## src/rtl/jc_phase_sched.sv

```systemverilog
// jc_phase_sched: Johnson-counter phase sequencer that runs a set number of revolutions
// and decodes the counter into a one-hot phase strobe and a binary phase index.
module jc_phase_sched #(
    parameter int N  = 4,
    parameter int CW = 8,
    parameter int IW = $clog2(2*N)
) (
    input  logic            clk,
    input  logic            rst_n,
    input  logic            start_i,
    input  logic [CW-1:0]   ncycles_i,
    input  logic            hold_i,
    input  logic            abort_i,
    output logic            ready_o,
    output logic            busy_o,
    output logic [N-1:0]    jc_state_o,
    output logic [2*N-1:0]  phase_o,
    output logic [IW-1:0]   phase_idx_o,
    output logic            wrap_o,
    output logic [CW-1:0]   cyc_cnt_o,
    output logic            done_o,
    output logic            err_o
);
    typedef enum logic [1:0] {IDLE, RUN, DONE} st_t;

    st_t           state_q, state_d;
    logic [N-1:0]  jc_q, jc_d, step;
    logic [CW-1:0] cyc_q, cyc_d, ncyc_q, ncyc_d, cyc_inc;
    logic          err_q, err_d, done_q, done_d, wrap_q, wrap_d;
    logic          legal, wrap_now;
    logic [IW-1:0] idx;
    int            k;

    assign step     = {~jc_q[0], jc_q[N-1:1]};
    assign wrap_now = step == '0;
    assign cyc_inc  = cyc_q + 1'b1;
    // A Johnson code has at most one bit transition along its length.
    assign legal    = $countones(jc_q[N-1:1] ^ jc_q[N-2:0]) <= 1;

    always_ff @(posedge clk or negedge rst_n) begin
        if (!rst_n) begin
            state_q <= IDLE;
            jc_q    <= '0;
            cyc_q   <= '0;
            ncyc_q  <= '0;
            err_q   <= 1'b0;
            done_q  <= 1'b0;
            wrap_q  <= 1'b0;
        end else begin
            state_q <= state_d;
            jc_q    <= jc_d;
            cyc_q   <= cyc_d;
            ncyc_q  <= ncyc_d;
            err_q   <= err_d;
            done_q  <= done_d;
            wrap_q  <= wrap_d;
        end
    end

    always_comb begin
        state_d = state_q;
        case (state_q)
            IDLE:    state_d = !start_i ? IDLE : (ncycles_i != '0 ? RUN : DONE);
            RUN:     state_d = abort_i ? IDLE :
                               (legal && !hold_i && wrap_now && cyc_inc == ncyc_q) ? DONE : RUN;
            default: state_d = IDLE;
        endcase
    end

    always_comb begin
        jc_d   = jc_q;
        cyc_d  = cyc_q;
        ncyc_d = ncyc_q;
        err_d  = err_q;
        done_d = 1'b0;
        wrap_d = 1'b0;
        case (state_q)
            IDLE: if (start_i) begin
                ncyc_d = ncycles_i;
                cyc_d  = '0;
                err_d  = 1'b0;
                jc_d   = '0;
                done_d = ncycles_i == '0;
            end
            RUN: if (abort_i) begin
                jc_d = '0;
            end else if (!legal) begin
                err_d = 1'b1;
                jc_d  = '0;
            end else if (!hold_i) begin
                jc_d = step;
                if (wrap_now) begin
                    cyc_d  = cyc_inc;
                    wrap_d = 1'b1;
                    done_d = cyc_inc == ncyc_q;
                end
            end
            default: jc_d = '0;
        endcase
    end

    always_comb begin
        k   = $countones(jc_q);
        idx = jc_q[0] ? IW'(2*N - k) : IW'(k);
    end

    assign ready_o     = state_q == IDLE;
    assign busy_o      = state_q == RUN;
    assign jc_state_o  = jc_q;
    assign phase_idx_o = busy_o ? idx : '0;
    assign phase_o     = busy_o ? ({{(2*N-1){1'b0}}, 1'b1} << phase_idx_o) : '0;
    assign wrap_o      = wrap_q;
    assign cyc_cnt_o   = cyc_q;
    assign done_o      = done_q;
    assign err_o       = err_q;
endmodule

```

## config.mk

```make
export PLATFORM = sky130hd
export DESIGN_NAME = jc_phase_sched
export DESIGN_NICKNAME = d
export VERILOG_FILES = /design/src/rtl/jc_phase_sched.sv
export SDC_FILE = /design/constraint.sdc
export NUM_CORES = 1
export LEC_CHECK = 0
export CAP_MARGIN = 10
export CORE_ASPECT_RATIO = 2
export CORE_UTILIZATION = 44
export DETAILED_ROUTE_END_ITERATION = 12
export GPL_TIMING_DRIVEN = 1
export PLACE_DENSITY = 0.85
export RECOVER_POWER = 25
export SYNTH_ARGS = -nofsm -noshare
export SYNTH_HDL_FRONTEND = slang
export SYNTH_SLANG_ARGS = --single-unit
```

## constraint.sdc

```tcl
create_clock -name clk -period 2.5 [get_ports clk]
set_input_delay 0.25 -clock clk [delete_from_list [all_inputs] [get_ports clk]]
set_output_delay 0.25 -clock clk [all_outputs]
set_load 0.03 [all_outputs]
```

### Yosys cells after proc, flatten, opt, wreduce, memory -nomap -nowiden

Index checks and enable logic that the tools add are counted.

| storage, ports and cells | value |
|---|---|
| register bits | 25 |
| word-level logic and storage cells | 74 |
| input port bits | 13 |

| operators by class | value |
|---|---|
| reductions and logical operators | 13 |
| magnitude comparators | 1 |
| mux-type cells | 34 |
| equal/unequal tests | 9 |
| bitwise logic cells | 2 |
| shifts and indexed selects | 1 |
| add/sub/neg operators | 7 |

Operator list:

| cell | number |
|---|---|
| 8-bit two-way mux | 6 |
| 4-bit two-way mux | 4 |
| 8-bit case mux with 2 select lines | 1 |
| 1-bit two-way mux | 13 |
| 8-bit by 1-bit adder with 8-bit output (second input constant) | 1 |
| 8-bit equality test | 1 |
| 8-bit logical NOT | 1 |
| 2-bit two-way mux | 4 |
| 2-bit inequality test (second input constant) | 4 |
| 4-bit case mux with 2 select lines | 1 |
| 8-bit nonzero test | 1 |
| 1-bit by 3-bit left shift with 8-bit output (first input constant) | 1 |
| 1-bit by 1-bit adder with 2-bit output | 3 |
| 3-bit two-way mux | 2 |
| 6-bit AND reduction | 1 |
| 4-bit logical NOT | 1 |
| 2-bit by 1-bit inequality test with 1-bit output (second input constant) | 2 |
| 4-bit inequality test (second input constant) | 1 |
| 1-bit case mux with 2 select lines | 2 |
| 2-bit case mux with 2 select lines | 1 |
| 2-bit AND reduction | 2 |
| 4-bit AND reduction | 1 |
| 2-bit by 1-bit adder with 3-bit output | 1 |
| 2-bit by 2-bit adder with 3-bit output | 1 |
| 9 further kinds | 11 |

### Longest topological paths before layout

| logic depth | value |
|---|---|
| depth in word-level cells | 10 |
| depth in mapped cells | 10 |
| gate-level depth less buffers | 10 |

### Worst setup path after synthesis

Ideal clock, no wire load.

| timing path | value |
|---|---|
| kind | flip-flop to output port |
| start | register jc_q[0] (netlist: jc_state_o[0]) |
| end | output port phase_o[0] |
| slack | -1.030 ns |
| stages on the path, launching flop included | 11 |
| path buffers | 0 |
| data arrival time | 3.280 ns |
| data required time | 2.250 ns |
| cells stage by stage | dfrtp_1 -> fa_1 -> ha_1 -> ha_1 -> inv_1 -> ha_1 -> nor2_1 -> xnor2_1 -> nand2b_1 -> inv_1 -> nor4_1 |

| between the ends | value |
|---|---|
| longest elaborated chain between the ends | 7 |

RTL lines:

| item | line | text |
|---|---|---|
| start, declared | 27 | `logic [N-1:0] jc_q, jc_d, step;` |
| start signal, assigned | 51 | `jc_q <= jc_d;` |
| 1-bit by 1-bit adder with 2-bit output (not written as such) | 103 | `k = $countones(jc_q);` |
| 2-bit by 2-bit adder with 3-bit output (not written as such) | 103 |  |
| 1-bit by 3-bit subtractor with 3-bit output | 104 | `idx = jc_q[0] ? IW'(2*N - k) : IW'(k);` |
| 3-bit two-way mux * | 104 |  |
| 3-bit two-way mux * | 110 | `assign phase_idx_o = busy_o ? idx : '0;` |
| net phase_idx_o[2] | 18 | `output logic [IW-1:0] phase_idx_o,` |
| 1-bit by 3-bit left shift with 8-bit output * | 111 | `assign phase_o = busy_o ? ({{(2*N-1){1'b0}}, 1'b1} << phase_idx_o) : '0;` |
| 8-bit two-way mux * | 111 |  |
| end, declared | 17 | `output logic [2*N-1:0] phase_o,` |

Mark *: on every way through the listed nets, which the timed path passes. The rest lies on a longest branch.

### Worst setup path after layout

| timing path | value |
|---|---|
| start | register jc_q[0] (netlist: jc_state_o[0]) |
| end | output port phase_o[0] |

| between the ends | value |
|---|---|
| longest elaborated chain between the ends | 7 |

RTL lines:

| item | line |
|---|---|
| 1-bit by 1-bit adder with 2-bit output (not written as such) | 103 |
| 2-bit by 2-bit adder with 3-bit output (not written as such) | 103 |
| 1-bit by 3-bit subtractor with 3-bit output | 104 |
| 3-bit two-way mux * | 104 |
| 3-bit two-way mux * | 110 |
| 1-bit by 3-bit left shift with 8-bit output * | 111 |
| 8-bit two-way mux * | 111 |

Mark *: on every way between the ends. The rest lies on a longest branch, timed or not.

==> impl_metrics.env <==
export IMPL_dp_hpwl_mm=3.22
export IMPL_post_synth_inst_count=169
export IMPL_cp_depth=12
export IMPL_multi_input_comb_area_sq_um=1060
export IMPL_clk_path_buf_depth=2
export IMPL_power_ir_vdd_worst_v=0.000463
export IMPL_groute_usage_overall=0.242
export IMPL_gr_usage_met3=0.0207
export IMPL_crit_fanout=3
export IMPL_final_setup_skew_ns=0.00269
export IMPL_ys_types=41
export IMPL_core_area_sq_um=3420
export IMPL_timing_worst_slew_pin_value_ns=1.33
export IMPL_ys_warns=0
export IMPL_drt_wl_total_mm=4.23
export IMPL_grt_first_pass_wirelength_mm=6.90
export IMPL_vias_per_cell=5.48
export IMPL_fillers=259
export IMPL_drive_above_1_share=0.300
export IMPL_timing_critical_path_cells="fa_1 > ha_4 > ha_4 > inv_2 > ha_4 > nor2_4 > xnor2_2 > nand2b_4 > clkinvlp_4 > buf_6 > nor4_4 > buf_4"
export IMPL_ys_async_sr_fraction=1.00
export IMPL_holdBufCountCts=0
export IMPL_synth_commonest_cells="sky130_fd_sc_hd__dfrtp_1 (25), sky130_fd_sc_hd__o21ai_0 (19), sky130_fd_sc_hd__nand2_1 (13), sky130_fd_sc_hd__inv_1 (10), sky130_fd_sc_hd__nand3_1 (9)"
export IMPL_synth_most_common_cell="sky130_fd_sc_hd__dfrtp_1"
export IMPL_timing_critical_path_mode_cell="sky130_fd_sc_hd__ha_4"
export IMPL_post_synth_instance_area_sq_um=1600
export IMPL_synth_fp_nets=190
export IMPL_syn_mean_instance_area_sq_um=9.45
export IMPL_final_core_util=0.697
export IMPL_fin_worst_hold_slack_ns=0.534
export IMPL_netlist_top_cell_by_area="sky130_fd_sc_hd__dfrtp_1"
export IMPL_hold_wc_path_type="reg -> reg"
export IMPL_crit_reg2reg_launch="jc_state_o[0]"
export IMPL_number_of_instances_on_the_worst_hold_path=2
export IMPL_busiest_layer_in_global_routing="met2"
export IMPL_min_period_over_period=1.21
export IMPL_power_density_nw_per_um2=425
export IMPL_drc=0
export IMPL_synth_enable_flop_cells=0
export IMPL_crit_path_start="jc_state_o[0]"
export IMPL_tritoncts_clock_tree="built"
export IMPL_num_antenna_cells=0
export IMPL_largest_net_degree_at_the_start_of_global_routing=26
export IMPL_globalplace_congestion=0.844
export IMPL_globalRouteMet2Util=0.484
export IMPL_area_delta_synth_final_pct=48.9
export IMPL_dominant_cells_by_area_after_synthesis="sky130_fd_sc_hd__dfrtp_1 (39%), sky130_fd_sc_hd__o21ai_0 (6.0%), sky130_fd_sc_hd__mux2_2 (5.6%)"
export IMPL_die_h_microns=87.2
export IMPL_violations="setup timing"
export IMPL_dr_first_iter_drc_count=22
export IMPL_max_cap_viol_count=0
export IMPL_number_of_global_route_vias_before_repair=1540
export IMPL_finish_net_count=249
export IMPL_antenna_left=0
export IMPL_max_clock_freq_ghz=0.330
export IMPL_ff2ff_setup_slack_ns=0.14
export IMPL_grt_met1_usage=0.228
export IMPL_crit_reg2reg_capture="jc_state_o[0]"
export IMPL_synth_seq_cells=25
export IMPL_cell_type_of_the_slowest_stage_on_the_worst_timing_path="sky130_fd_sc_hd__fa_1"
export IMPL_seq_area_frac_synth=0.392
export IMPL_p_leak_nw=0.965
export IMPL_run_status="finished, violations left"
export IMPL_grt_ovfl_total=0
export IMPL_worstPathRequired_ns=2.25
export IMPL_tritoncts_num_sinks=25
export IMPL_totalPowerFinal_mw=1.01
export IMPL_slew_headroom=0.110
export IMPL_synth_ff_type="sky130_fd_sc_hd__dfrtp_1"
export IMPL_cp_endpoint="phase_o[0]"
export IMPL_start_util=0.468
export IMPL_finalWorstSetupSlack_ns=-0.529
export IMPL_tritoncts_num_buffers=3
export IMPL_die_w_microns=44.6
export IMPL_routedWlPerCell_microns=15.4
export IMPL_clock_tree_root_cell="sky130_fd_sc_hd__clkbuf_8"
export IMPL_clk_latency_ns=0.27
export IMPL_worst_setup_hold_path_clk_slew_ns=0.08
export IMPL_drt_pass1_iterations=4
export IMPL_finalHoldViolations=0
export IMPL_vias=1507
export IMPL_total_negative_slack_for_setup_checks_ns=-4.00
export IMPL_start_kind="flip-flop"
export IMPL_number_of_pins_exceeding_their_max_slew_limit_in_the_final_report=0
export IMPL_setup_viol_count_final=10
export IMPL_cpLargestDelayFamily="adder cells"
export IMPL_final_min_clock_period_ns=3.03
export IMPL_worst_endpoint_arrival_ns=2.78
export IMPL_num_io_pins=41
export IMPL_cpPeakStageDelay_ns=0.53
export IMPL_htreeDepth=1
export IMPL_io_buffers=40
export IMPL_grt_setup_unrepaired="yes"
export IMPL_initial_antenna_violation_count=0
export IMPL_seqCellArea_sq_um=629
export IMPL_worst_path_buf_inv=4
export IMPL_timing_worst_setup_path_type="reg -> out"
export IMPL_reg2reg_depth=9
export IMPL_cell_rows=30
export IMPL_die_area_sq_um=3890
export IMPL_yosys_area_top_type_share=0.392
export IMPL_worst_setup_path_end_kind="primary output"
==> worst min-delay path by stage <==
stage,start,to
3_3_place_gp,err_o,err_o
4_1_cts,rst_n,jc_state_o[2]
5_1_grt,ncyc_q[1],ncyc_q[1]
3_5_place_dp,ncyc_q[0],ncyc_q[0]
6_report,err_o,err_o
2_1_floorplan,rst_n,cyc_cnt_o[0]
==> registers in the layout, indices dropped and copies added (netlist names) <==
register / flops
done_o: 1
ncyc_q: 8
cyc_cnt_o: 8
err_o: 1
wrap_o: 1
jc_state_o: 4
state_q: 2
==> layer usage <==
layer	up-vias	wire, microns	share of wire
met1	730	1400	0.33
met5	-	0	0
met3	11	134	0.032
li1	721	-	-
met4	0	127	0.030
met2	45	2570	0.61
==> timing repair <==
action | CTS | global route
endpoints found under the setup margin | 11 | 15
endpoints found under the hold margin | 0 | 0
setup buffers | 1 | 3
pin swaps | 4 | 7
gates resized for setup | 9 | 13
cloned | 0 | 0
==> power breakdown <==
part           total, mW  internal (mW)  leakage [nW]  switching, mW
clock              0.238          0.114        0.0228          0.124
sequential         0.475          0.440         0.324         0.0357
combinational      0.299          0.143         0.619          0.156
==> logic make-up (layout without fill, tap and decap cells) <==
group	Yosys count	in the layout	synth area share
flops	25	25	0.392
fa+ha+maj	8	8	0.0673
simple gates	62	62	0.211
xor+xnor	11	11	0.0603
mux	9	9	0.0626
buf+inv	15	73	0.0454
compound gates	39	39	0.161
==> worst min-delay path, stage by stage (launching register included) <==
cell and delay, ns:
sky130_fd_sc_hd__dfrtp_1 0.35, sky130_fd_sc_hd__nand2_1 0.05, sky130_fd_sc_hd__o21ai_0 0.09
==> stage by stage <==
step	worst slack [ns]	instances	instance area (sq um)
final	-0.529	275	2380
after floorplan	-0.522	169	1740
after detailed placement	-0.384	267	2260
after CTS	-0.534	272	2330
after global placement	-0.331	267	2260
after global routing	-0.633	275	2380
==> area by class of cell <==
cell class,count,share of cell area
flip-flops and latches,25,0.264
clock buffers,4,0.0189
inverters,10,0.0174
well taps,48,0.0252
multi-input cells,129,0.446
repair buffers,59,0.228
==> layout by cell type (no fill, tap or decap), drive strengths merged, types with 3 or more instances in the layout <==
cell type      instances
xnor2                  7
inv                    9
nor2                   8
dfrtp                 25
and2                   4
mux2                   8
nand3                 10
nor4                   4
ha                     7
nand2b                 4
nor2b                  3
xor2                   4
clkdlybuf4s50         28
o21ai                 19
nor3                   5
nand2                 13
buf                   28
a21oi                  6
clkbuf                 6
No activity file was read; power rests on OpenSTA's default activity.
